<file path="src/rtl/conv2d_frame_sequencer.sv">
// Frame controller for the 4x4 conv2d layer: holds weights/bias loaded over a config
// handshake, streams one frame from a 1-cycle-latency pixel memory and frames the results.
module conv2d_frame_sequencer #(
    parameter int IMG_WIDTH  = 16,
    parameter int IMG_HEIGHT = 16,
    parameter int DATA_WIDTH = 16,
    parameter int ADDR_WIDTH = 8
) (
    input  logic                       clk,
    input  logic                       rst,
    input  logic                       start,
    input  logic                       abort,
    input  logic                       cfg_valid,
    output logic                       cfg_ready,
    input  logic [DATA_WIDTH-1:0]      cfg_data,
    output logic                       mem_rd_en,
    output logic [ADDR_WIDTH-1:0]      mem_addr,
    input  logic [DATA_WIDTH-1:0]      mem_rd_data,
    output logic                       conv_rst_n,
    output logic                       conv_valid_in,
    output logic [DATA_WIDTH-1:0]      conv_data_in,
    output logic [16*DATA_WIDTH-1:0]   w_flat,
    output logic [DATA_WIDTH-1:0]      bias,
    input  logic                       conv_valid_out,
    input  logic [DATA_WIDTH-1:0]      conv_data_out,
    output logic                       out_valid,
    output logic [DATA_WIDTH-1:0]      out_data,
    output logic                       out_last,
    output logic                       busy,
    output logic                       done,
    output logic                       err,
    output logic                       weights_loaded
);

    localparam logic [ADDR_WIDTH-1:0] LAST_ADDR = ADDR_WIDTH'(IMG_WIDTH*IMG_HEIGHT-1);
    localparam logic [15:0]           EXP       = 16'((IMG_HEIGHT-3)*(IMG_WIDTH-3));

    typedef enum logic [2:0] {S_IDLE, S_CLEAR, S_STREAM, S_DRAIN, S_DONE} state_t;

    state_t                  r_state, w_next;
    logic [DATA_WIDTH-1:0]   r_slot [0:16];
    logic [4:0]              r_cfg_idx;
    logic                    r_weights_loaded;
    logic [ADDR_WIDTH-1:0]   r_pix_cnt;
    logic [15:0]             r_res_cnt;
    logic [2:0]              r_drain_cnt;
    logic                    r_conv_valid_in;
    logic                    r_out_valid;
    logic                    r_out_last;
    logic [DATA_WIDTH-1:0]   r_out_data;
    logic                    r_err;

    logic                    w_cfg_fire;
    logic                    w_start_ok;
    logic                    w_res_window;
    logic [15:0]             w_res_base;
    logic                    w_res_accept;
    logic                    w_res_complete;
    logic                    w_timeout;

    // Config handshake: a word transfers on any rising edge where cfg_valid && cfg_ready;
    // ready is only offered in IDLE without a competing start, so a frame request always wins.
    assign cfg_ready      = (r_state == S_IDLE) && !start;
    assign w_cfg_fire     = cfg_valid && cfg_ready;
    assign w_start_ok     = (r_state == S_IDLE) && start && r_weights_loaded;
    assign w_res_window   = (r_state == S_CLEAR) || (r_state == S_STREAM) || (r_state == S_DRAIN);
    // CLEAR zeroes the count, so a result landing there is counted from zero.
    assign w_res_base     = (r_state == S_CLEAR) ? 16'd0 : r_res_cnt;
    assign w_res_accept   = w_res_window && conv_valid_out && (w_res_base < EXP);
    assign w_res_complete = (r_res_cnt == EXP);
    assign w_timeout      = (r_drain_cnt == 3'd7);

    always_ff @(posedge clk) begin
        if (rst) r_state <= S_IDLE;
        else     r_state <= w_next;
    end

    always_comb begin
        w_next     = r_state;
        mem_rd_en  = 1'b0;
        conv_rst_n = 1'b1;
        busy       = (r_state != S_IDLE);
        done       = 1'b0;
        case (r_state)
            S_IDLE:   if (w_start_ok) w_next = S_CLEAR;
            S_CLEAR: begin
                conv_rst_n = 1'b0;
                w_next     = S_STREAM;
            end
            S_STREAM: begin
                mem_rd_en = 1'b1;
                if (r_pix_cnt == LAST_ADDR) w_next = S_DRAIN;
            end
            S_DRAIN:  if (w_res_complete || w_timeout) w_next = S_DONE;
            S_DONE: begin
                done   = 1'b1;
                w_next = S_IDLE;
            end
            default:  w_next = S_IDLE;
        endcase
        if (abort && (r_state != S_IDLE)) w_next = S_IDLE;
    end

    always_ff @(posedge clk) begin
        if (rst) begin
            for (int k = 0; k < 17; k++) r_slot[k] <= '0;
            r_cfg_idx        <= '0;
            r_weights_loaded <= 1'b0;
        end else if (w_cfg_fire) begin
            r_slot[r_cfg_idx] <= cfg_data;
            if (r_cfg_idx == 5'd16) begin
                r_cfg_idx        <= '0;
                r_weights_loaded <= 1'b1;
            end else begin
                r_cfg_idx <= r_cfg_idx + 5'd1;
                if (r_cfg_idx == 5'd0) r_weights_loaded <= 1'b0;
            end
        end
    end

    always_ff @(posedge clk) begin
        if (rst) begin
            r_pix_cnt       <= '0;
            r_res_cnt       <= '0;
            r_drain_cnt     <= '0;
            r_conv_valid_in <= 1'b0;
            r_out_valid     <= 1'b0;
            r_out_last      <= 1'b0;
            r_out_data      <= '0;
            r_err           <= 1'b0;
        end else begin
            if (r_state == S_CLEAR)       r_pix_cnt <= '0;
            else if (r_state == S_STREAM) r_pix_cnt <= r_pix_cnt + 1'b1;

            if (w_res_accept)             r_res_cnt <= w_res_base + 16'd1;
            else if (r_state == S_CLEAR)  r_res_cnt <= '0;

            r_drain_cnt     <= (r_state == S_DRAIN) ? r_drain_cnt + 3'd1 : 3'd0;
            r_conv_valid_in <= mem_rd_en && !abort;
            r_out_valid     <= w_res_accept;
            r_out_last      <= w_res_accept && (w_res_base == EXP - 16'd1);
            if (w_res_accept) r_out_data <= conv_data_out;

            if (w_start_ok)
                r_err <= 1'b0;
            else if ((r_state == S_DRAIN) && w_timeout && !w_res_complete && !abort)
                r_err <= 1'b1;
        end
    end

    genvar g;
    generate
        for (g = 0; g < 16; g++) begin : g_wflat
            assign w_flat[g*DATA_WIDTH +: DATA_WIDTH] = r_slot[g];
        end
    endgenerate

    assign bias           = r_slot[16];
    assign mem_addr       = r_pix_cnt;
    assign conv_valid_in  = r_conv_valid_in;
    assign conv_data_in   = mem_rd_data;
    assign out_valid      = r_out_valid;
    assign out_data       = r_out_data;
    assign out_last       = r_out_last;
    assign err            = r_err;
    assign weights_loaded = r_weights_loaded;

endmodule

</file>
<file path="config.mk">
export PLATFORM = sky130hd
export DESIGN_NAME = conv2d_frame_sequencer
export DESIGN_NICKNAME = d
export VERILOG_FILES = /design/src/rtl/conv2d_frame_sequencer.sv
export SDC_FILE = /design/constraint.sdc
export NUM_CORES = 1
export LEC_CHECK = 0
export ABC_CLOCK_PERIOD_IN_PS = 2550
export CAP_MARGIN = 20
export CORE_MARGIN = 3
export CORE_UTILIZATION = 43
export DETAILED_ROUTE_END_ITERATION = 16
export PLACE_DENSITY = 0.85
export REMOVE_ABC_BUFFERS = 1
export SYNTH_ARGS = -nofsm -noshare
export SYNTH_HDL_FRONTEND = slang
export SYNTH_SLANG_ARGS = --single-unit
</file>
<file path="constraint.sdc">
create_clock -name clk -period 2.55 [get_ports clk]
set_input_delay 0.255 -clock clk [delete_from_list [all_inputs] [get_ports clk]]
set_output_delay 0.255 -clock clk [all_outputs]
set_load 0.02 [all_outputs]
</file>
==> flow_summary.json, run 1 <==
{
  "status": "finished, final reports clean",
  "synth_compound_area_share_pct": 1.748,
  "postPlaceCellArea_um2": 17100,
  "grt_pass1_wl_mm": 54.52,
  "design_area_um2": 18200,
  "cts.sinks": 328,
  "area_growth_pct": 39.75,
  "cp_max_fo": 5,
  "finalSetupTns_ps": 0,
  "yosys.area.top_type": "edfxtp_1",
  "cp.buffers_inverters": 2,
  "synth_top_area_share_pct": 62.71,
  "num_rows": 63,
  "netlist_instances": 937,
  "skew_ps": 26.50,
  "criticalPathCategory": "reg -> reg",
  "slew_headroom_pct": 34.84,
  "crit_slowest_cell": "a2111oi_2",
  "yosysMostFrequentCell": "edfxtp_1",
  "antenna_found_initial": 1,
  "leakage_nw": 7.252,
  "design_power_total_mw": 11.71,
  "final_util_pct": 61.25,
  "synth_area_leaders": "edfxtp_1 63%, dfxtp_1 8.6%, and2_1 7.0%, and3_1 6.9%, clkbuf_1 1.9%",
  "grt_overflow_total": 0,
  "crit_family": "compound AO/OA/AOI/OAI gates",
  "fp.dieH_um": 180.0,
  "fmax_mhz": 415.1,
  "period_share_pct": 94.48,
  "cts_buffers": 35,
  "worstPathRequired_ps": 2990,
  "fp.dieArea_um2": 32410,
  "ant_nets": 0,
  "finalHoldViolCount": 0,
  "layout-drive-gt1-share_pct": 10.81,
  "finalMaxSlewViolations": 0,
  "hp-class": "in -> reg",
  "vias": 9056,
  "synth_edf_count": 272,
  "drtPass1Iterations": 6,
  "p_per_area_nw_per_um2": 643.4,
  "grt_pass1_vias": 8813,
  "fin_crit_ps": 2409,
  "synth_top_family_by_area": "simple AND/OR/NAND/NOR gates",
  "grt_setup_unrepaired": "no",
  "grt_max_degree": 53,
  "ctsRootBufferMaster": "clkbuf_16",
  "path_clk_slew_ps": 70,
  "dp_hpwl_mm": 24.55,
  "synthFlopType": "edfxtp_1",
  "port_buffers": 343,
  "clk_latency_ps": 520,
  "dieWidth_um": 180.0,
  "yosys-mux-area-fraction_pct": 1.710,
  "crit_arrival_ps": 2850,
  "worst_pin_slew_ps": 974.3,
  "crit_chain": "nor3b_2 -> inv_1 -> nand2_1 -> ha_1 -> or2b_2 -> a32o_1 -> buf_4 -> a2111oi_2 -> mux2i_1",
  "grt_use_total_pct": 21.80,
  "worst_hold_slack_ps": 297.1,
  "fin_nets": 1351,
  "core_um2": 29720,
  "cts-hold-fix-buffers": 0,
  "clk_path_buf_depth": 3,
  "synth_cell_types": 57,
  "start_kind": "flip-flop",
  "irDropWorstVdd_mv": 0.3879,
  "post-route-drc-count": 0,
  "synth.avg_cell_area_um2": 13.90,
  "synthSimpleGateAreaFrac_pct": 20.14,
  "ys_warn_count": 0,
  "synth_seq_cells": 328,
  "synth_common_cells": "272 x edfxtp_1, 146 x and2_1, 144 x and3_1",
  "setup_viol": 0,
  "async_reset_ff_share_pct": 0,
  "gp_congestion": 0.8513,
  "synth-xor-area-share_pct": 0.6724,
  "routedWlPerCell_um": 21.54,
  "netlist_area_um2": 13020,
  "yosysSeqAreaShare_pct": 71.32,
  "initial_core_util_pct": 43.83,
  "yosys.area_share.adder_pct": 0.8646,
  "maxCapViolCount": 0,
  "cts_tree": "done",
  "io_pins": 376,
  "wl_mm": 36.70,
  "htree_levels": 2,
  "critical_path.max_stage_delay_ps": 400,
  "drt-initial-drc-count": 915,
  "vias_per_cell": 5.315,
  "cp-end-kind": "flip-flop"
}
-- worst min-delay path: cells and delay by family --
family | cells | cell delay, ps
buf+inv | 1 | 400
simple gates | 1 | 50
mux | 1 | 50
-- logic make-up (layout without fill, tap and decap cells) --
kind of cell | after synthesis | count (layout)
AOI/OAI and AO/OA | 27 | 27
xor gates and xnor gates | 10 | 10
adders and majority gates | 9 | 9
buffers and inverters | 98 | 474
DFF | 328 | 328
muxes | 22 | 22
other | 0 | 1
and+or+nand+nor | 443 | 443
-- flip-flops by register name, summed over array words and instances (netlist names), 3 cells and up --
signal / cells
mem_addr: 8
r_cfg_idx: 5
out_data: 16
r_slot: 272
r_drain_cnt: 3
r_state: 3
r_res_cnt: 16
-- final timing paths --
check,to,depth (start not counted),slack [ps],startpoint
worst max-delay path,r_res_cnt[3],9,140,r_state[0]
worst min-delay path,out_data[4],3,300,conv_data_out[4]
worst max register to register,r_res_cnt[3],9,140,r_state[0]
worst min register to register,r_drain_cnt[0],1,450,r_drain_cnt[0]
-- stage by stage --
| step | worst slack (ps) | std cells |
|---|---|---|
| 2_1_floorplan | -1278 | 848 |
| 3_3_place_gp | 155.4 | 1641 |
| 3_5_place_dp | 92.20 | 1641 |
| 4_1_cts | 44.53 | 1703 |
| 5_1_grt | 33.59 | 1703 |
| 6_report | 140.8 | 1704 |
-- timing repair --
item	4_1_cts	5_1_grt
endpoints found under the hold margin	0	0
setup endpoints to repair	0	6
setup buffers	0	0
resized for setup	0	3
-- layout make-up --
| type | instances | area [um2] |
|---|---|---|
| Antenna cell | 1 | 2.502 |
| Clock buffer | 43 | 958.4 |
| Clock inverter | 19 | 115.1 |
| Fill cell | 2160 | 11510 |
| Inverter | 9 | 33.78 |
| Multi-Input combinational cell | 511 | 3319 |
| Sequential cell | 328 | 9289 |
| Tap cell | 390 | 488.0 |
| Timing Repair Buffer | 403 | 3996 |
-- layout by cell type (no fill, tap or decap), types with 3 or more instances in the layout --
cell	n
nor4_1	4
nor3b_1	6
nor3_1	3
nor2_1	23
clkinvlp_4	3
a21oi_1	5
inv_6	3
or2_2	9
dfxtp_1	56
or4_4	3
nand2_1	62
clkinv_1	4
edfxtp_1	272
ha_1	9
nand4_1	6
xnor2_1	4
a2111oi_2	3
o21ai_0	4
or3_1	6
and4b_1	5
clkdlybuf4s50_1	343
buf_12	9
and4_1	3
mux2i_1	20
nand3_1	10
clkinv_2	8
inv_1	7
and2_1	146
xor2_1	6
clkbuf_1	5
and3_1	144
buf_4	51
clkbuf_16	37
-- power breakdown --
part           total, mW  internal, mW  switching, mW
Sequential          6.01          5.95         0.0654
Combinational      0.977         0.392          0.585
Clock               4.72          2.69           2.03
Total               11.7          9.03           2.68
-- routing by layer --
layer	track usage [%]	vias up	part of all wire, %
met5	0	-	0
met4	8.075	0	4.0
met3	5.329	103	9.4
met2	36.76	558	48
met1	27.52	4342	38
li1	-	4053	-
No activity file was read; power rests on OpenSTA's default activity.
==> inputs of run 2 (changes only) <==
--- a/config.mk
+++ b/config.mk
@@ -7,10 +7,10 @@
 export LEC_CHECK = 0
 export ABC_CLOCK_PERIOD_IN_PS = 2550
 export CAP_MARGIN = 20
-export CORE_MARGIN = 3
+export CORE_MARGIN = 2
 export CORE_UTILIZATION = 43
 export DETAILED_ROUTE_END_ITERATION = 16
-export PLACE_DENSITY = 0.85
+export PLACE_DENSITY = 0.79
 export REMOVE_ABC_BUFFERS = 1
 export SYNTH_ARGS = -nofsm -noshare
 export SYNTH_HDL_FRONTEND = slang
==> run 2 against run 1 <==
Compared with the run above: sequential share of layout area increased by 0.25 points; wire length decreased by 4.0%; core utilization decreased by 0.29 points; via count decreased by 2.5%; fmax increased by 0.63%; power decreased by 1.4%; die area decreased by 2.2%; sequential power about the same; flip-flop and latch count unchanged; clock power decreased by 3%; non-clock buffer count increased by 2; combinational power decreased by 1%.
==> flow_summary.json, run 2 (synthesis gave the netlist of run 1 again) <==
{
  "grt_max_degree": 53,
  "cts.sinks": 328,
  "dp_hpwl_mm": 23.62,
  "grt_setup_unrepaired": "yes",
  "skew_ps": 13.55,
  "fin_crit_ps": 2394,
  "routedWlPerCell_um": 20.69,
  "worst_pin_slew_ps": 551.4,
  "vias_per_cell": 5.184,
  "critical_path.max_stage_delay_ps": 380,
  "initial_core_util_pct": 43.83,
  "crit_family": "compound AO/OA/AOI/OAI gates",
  "port_buffers": 343,
  "start_kind": "flip-flop",
  "criticalPathCategory": "reg -> reg",
  "clk_path_buf_depth": 3,
  "drtPass1Iterations": 5,
  "grt_pass1_wl_mm": 50.89,
  "p_per_area_nw_per_um2": 637.8,
  "grt_overflow_total": 0,
  "vias": 8829,
  "fmax_mhz": 417.7,
  "gp_congestion": 0.8859,
  "drt-initial-drc-count": 846,
  "period_share_pct": 93.89,
  "largest_reg_flops": 272,
  "core_um2": 29720,
  "post-route-drc-count": 0,
  "setup_viol": 0,
  "slew_headroom_pct": 63.24,
  "status": "finished, final reports clean",
  "fin_nets": 1352,
  "cp.depth": 8,
  "layout-drive-gt1-share_pct": 10.51,
  "design_area_um2": 18110,
  "dieWidth_um": 178.0,
  "io_pins": 376,
  "cts_tree": "done",
  "worstPathRequired_ps": 2930,
  "cp-end-kind": "flip-flop",
  "maxCapViolCount": 0,
  "regMostFlops": "r_slot",
  "fp.dieArea_um2": 31700,
  "worstRegToRegCells": 8,
  "worst_hold_slack_ps": 318.1,
  "path_clk_slew_ps": 60,
  "cp_max_fo": 4,
  "crit_chain": "nor3b_2 -> inv_1 -> nand2_1 -> ha_1 -> or2b_2 -> a32o_1 -> a2111oi_2 -> mux2_2",
  "grt_use_total_pct": 21.67,
  "cts-hold-fix-buffers": 0,
  "antennaDiodeCount": 0,
  "crit_arrival_ps": 2770,
  "hp-class": "in -> reg",
  "hold_depth": 3,
  "postCtsSetupBuffers": 0,
  "ant_nets": 0,
  "clk_latency_ps": 500,
  "crit_slowest_cell": "a2111oi_2",
  "leakage_nw": 7.217,
  "cp.buffers_inverters": 1,
  "num_rows": 63,
  "ctsRootBufferMaster": "clkbuf_16",
  "grt_pass1_vias": 8437,
  "cts_buffers": 34,
  "postPlaceCellArea_um2": 17070,
  "mostFrequentLayoutCell": "clkdlybuf4s50_1",
  "finalHoldViolCount": 0,
  "final_cell_mix": "343 x clkdlybuf4s50_1, 272 x edfxtp_1, 146 x and2_1, 144 x and3_1, 62 x nand2_1",
  "irDropWorstVdd_mv": 0.3922,
  "fp.dieH_um": 178.0,
  "wl_mm": 35.24,
  "htree_levels": 2,
  "area_growth_pct": 39.08,
  "finalMaxSlewViolations": 0,
  "antenna_found_initial": 1
}
[run 2: changes by cell type in the layout (fill, tap and decap cells not counted), moves of 2 or more]
| cell | delta |
|---|---|
| clkbuf_16 | -2 |
| clkbuf_1 | +4 |
| buf_12 | -4 |
| buf_4 | +6 |
[run 2: tightest hold or removal path, stage by stage]
cell	delay, ps
clkdlybuf4s50_1	390
nand2_1	50
mux2i_1	50
[run 2: per-stage QoR]
step	utilization, %	instances	power (mW)	worst slack [ps]	setup TNS, ps
floorplan	-	848	6.464	-1278	-284440
CTS	60.88	1703	11.63	20.85	0
detailed placement	57.43	1643	7.093	125.7	0
finish	60.96	1703	11.55	155.9	0
global placement	57.43	1643	7.077	150.3	0
global route	60.96	1703	11.88	-1.434	-1.434
[run 2: worst paths after layout]
kind                         start              to  slack [ps]
hold reg to reg     r_drain_cnt[0]  r_drain_cnt[0]         440
setup reg to reg        r_state[2]    r_res_cnt[6]         160
hold / removal    conv_data_out[1]     out_data[1]         320
setup / recovery        r_state[2]    r_res_cnt[6]         160
[run 2: power by group]
| part | internal [mW] | switching [mW] |
|---|---|---|
| Clock | 2.64 | 1.94 |
| Combinational | 0.388 | 0.579 |
| Sequential | 5.95 | 0.0620 |
[run 2: what timing repair did]
| action | in CTS | in global routing |
|---|---|---|
| endpoints found under the hold margin | 0 | 0 |
| endpoints found under the setup margin | 0 | 5 |
| gates resized for setup | 0 | 3 |
[run 2: layer usage]
layer | share of wire (%) | wire (um) | vias to the layer above | track usage (%)
met2 | 48 | 17060 | 485 | 36.40
li1 | - | - | 4041 | -
met3 | 9.0 | 3168 | 94 | 4.774
met4 | 3.7 | 1296 | 0 | 8.026
met5 | 0 | 0 | - | 0
met1 | 39 | 13710 | 4209 | 27.57
[run 2: final cells by class]
| class | instances | area, um2 |
|---|---|---|
| Inverter | 9 | 33.78 |
| Clock buffer | 45 | 914.6 |
| Timing Repair Buffer | 405 | 3961 |
| Multi-Input combinational cell | 511 | 3319 |
| Tap cell | 390 | 488.0 |
| Clock inverter | 15 | 108.9 |
| Fill cell | 2235 | 11600 |
| Sequential cell | 328 | 9289 |
==> inputs of run 3 (changes only) <==
--- a/config.mk
+++ b/config.mk
@@ -12,6 +12,7 @@
 export DETAILED_ROUTE_END_ITERATION = 16
 export PLACE_DENSITY = 0.79
 export REMOVE_ABC_BUFFERS = 1
+export SKIP_CTS_REPAIR_TIMING = 1
 export SYNTH_ARGS = -nofsm -noshare
 export SYNTH_HDL_FRONTEND = slang
 export SYNTH_SLANG_ARGS = --single-unit
==> results of run 3 <==
Same layout as run 2: the final DEF is identical, and so are final timing and power.
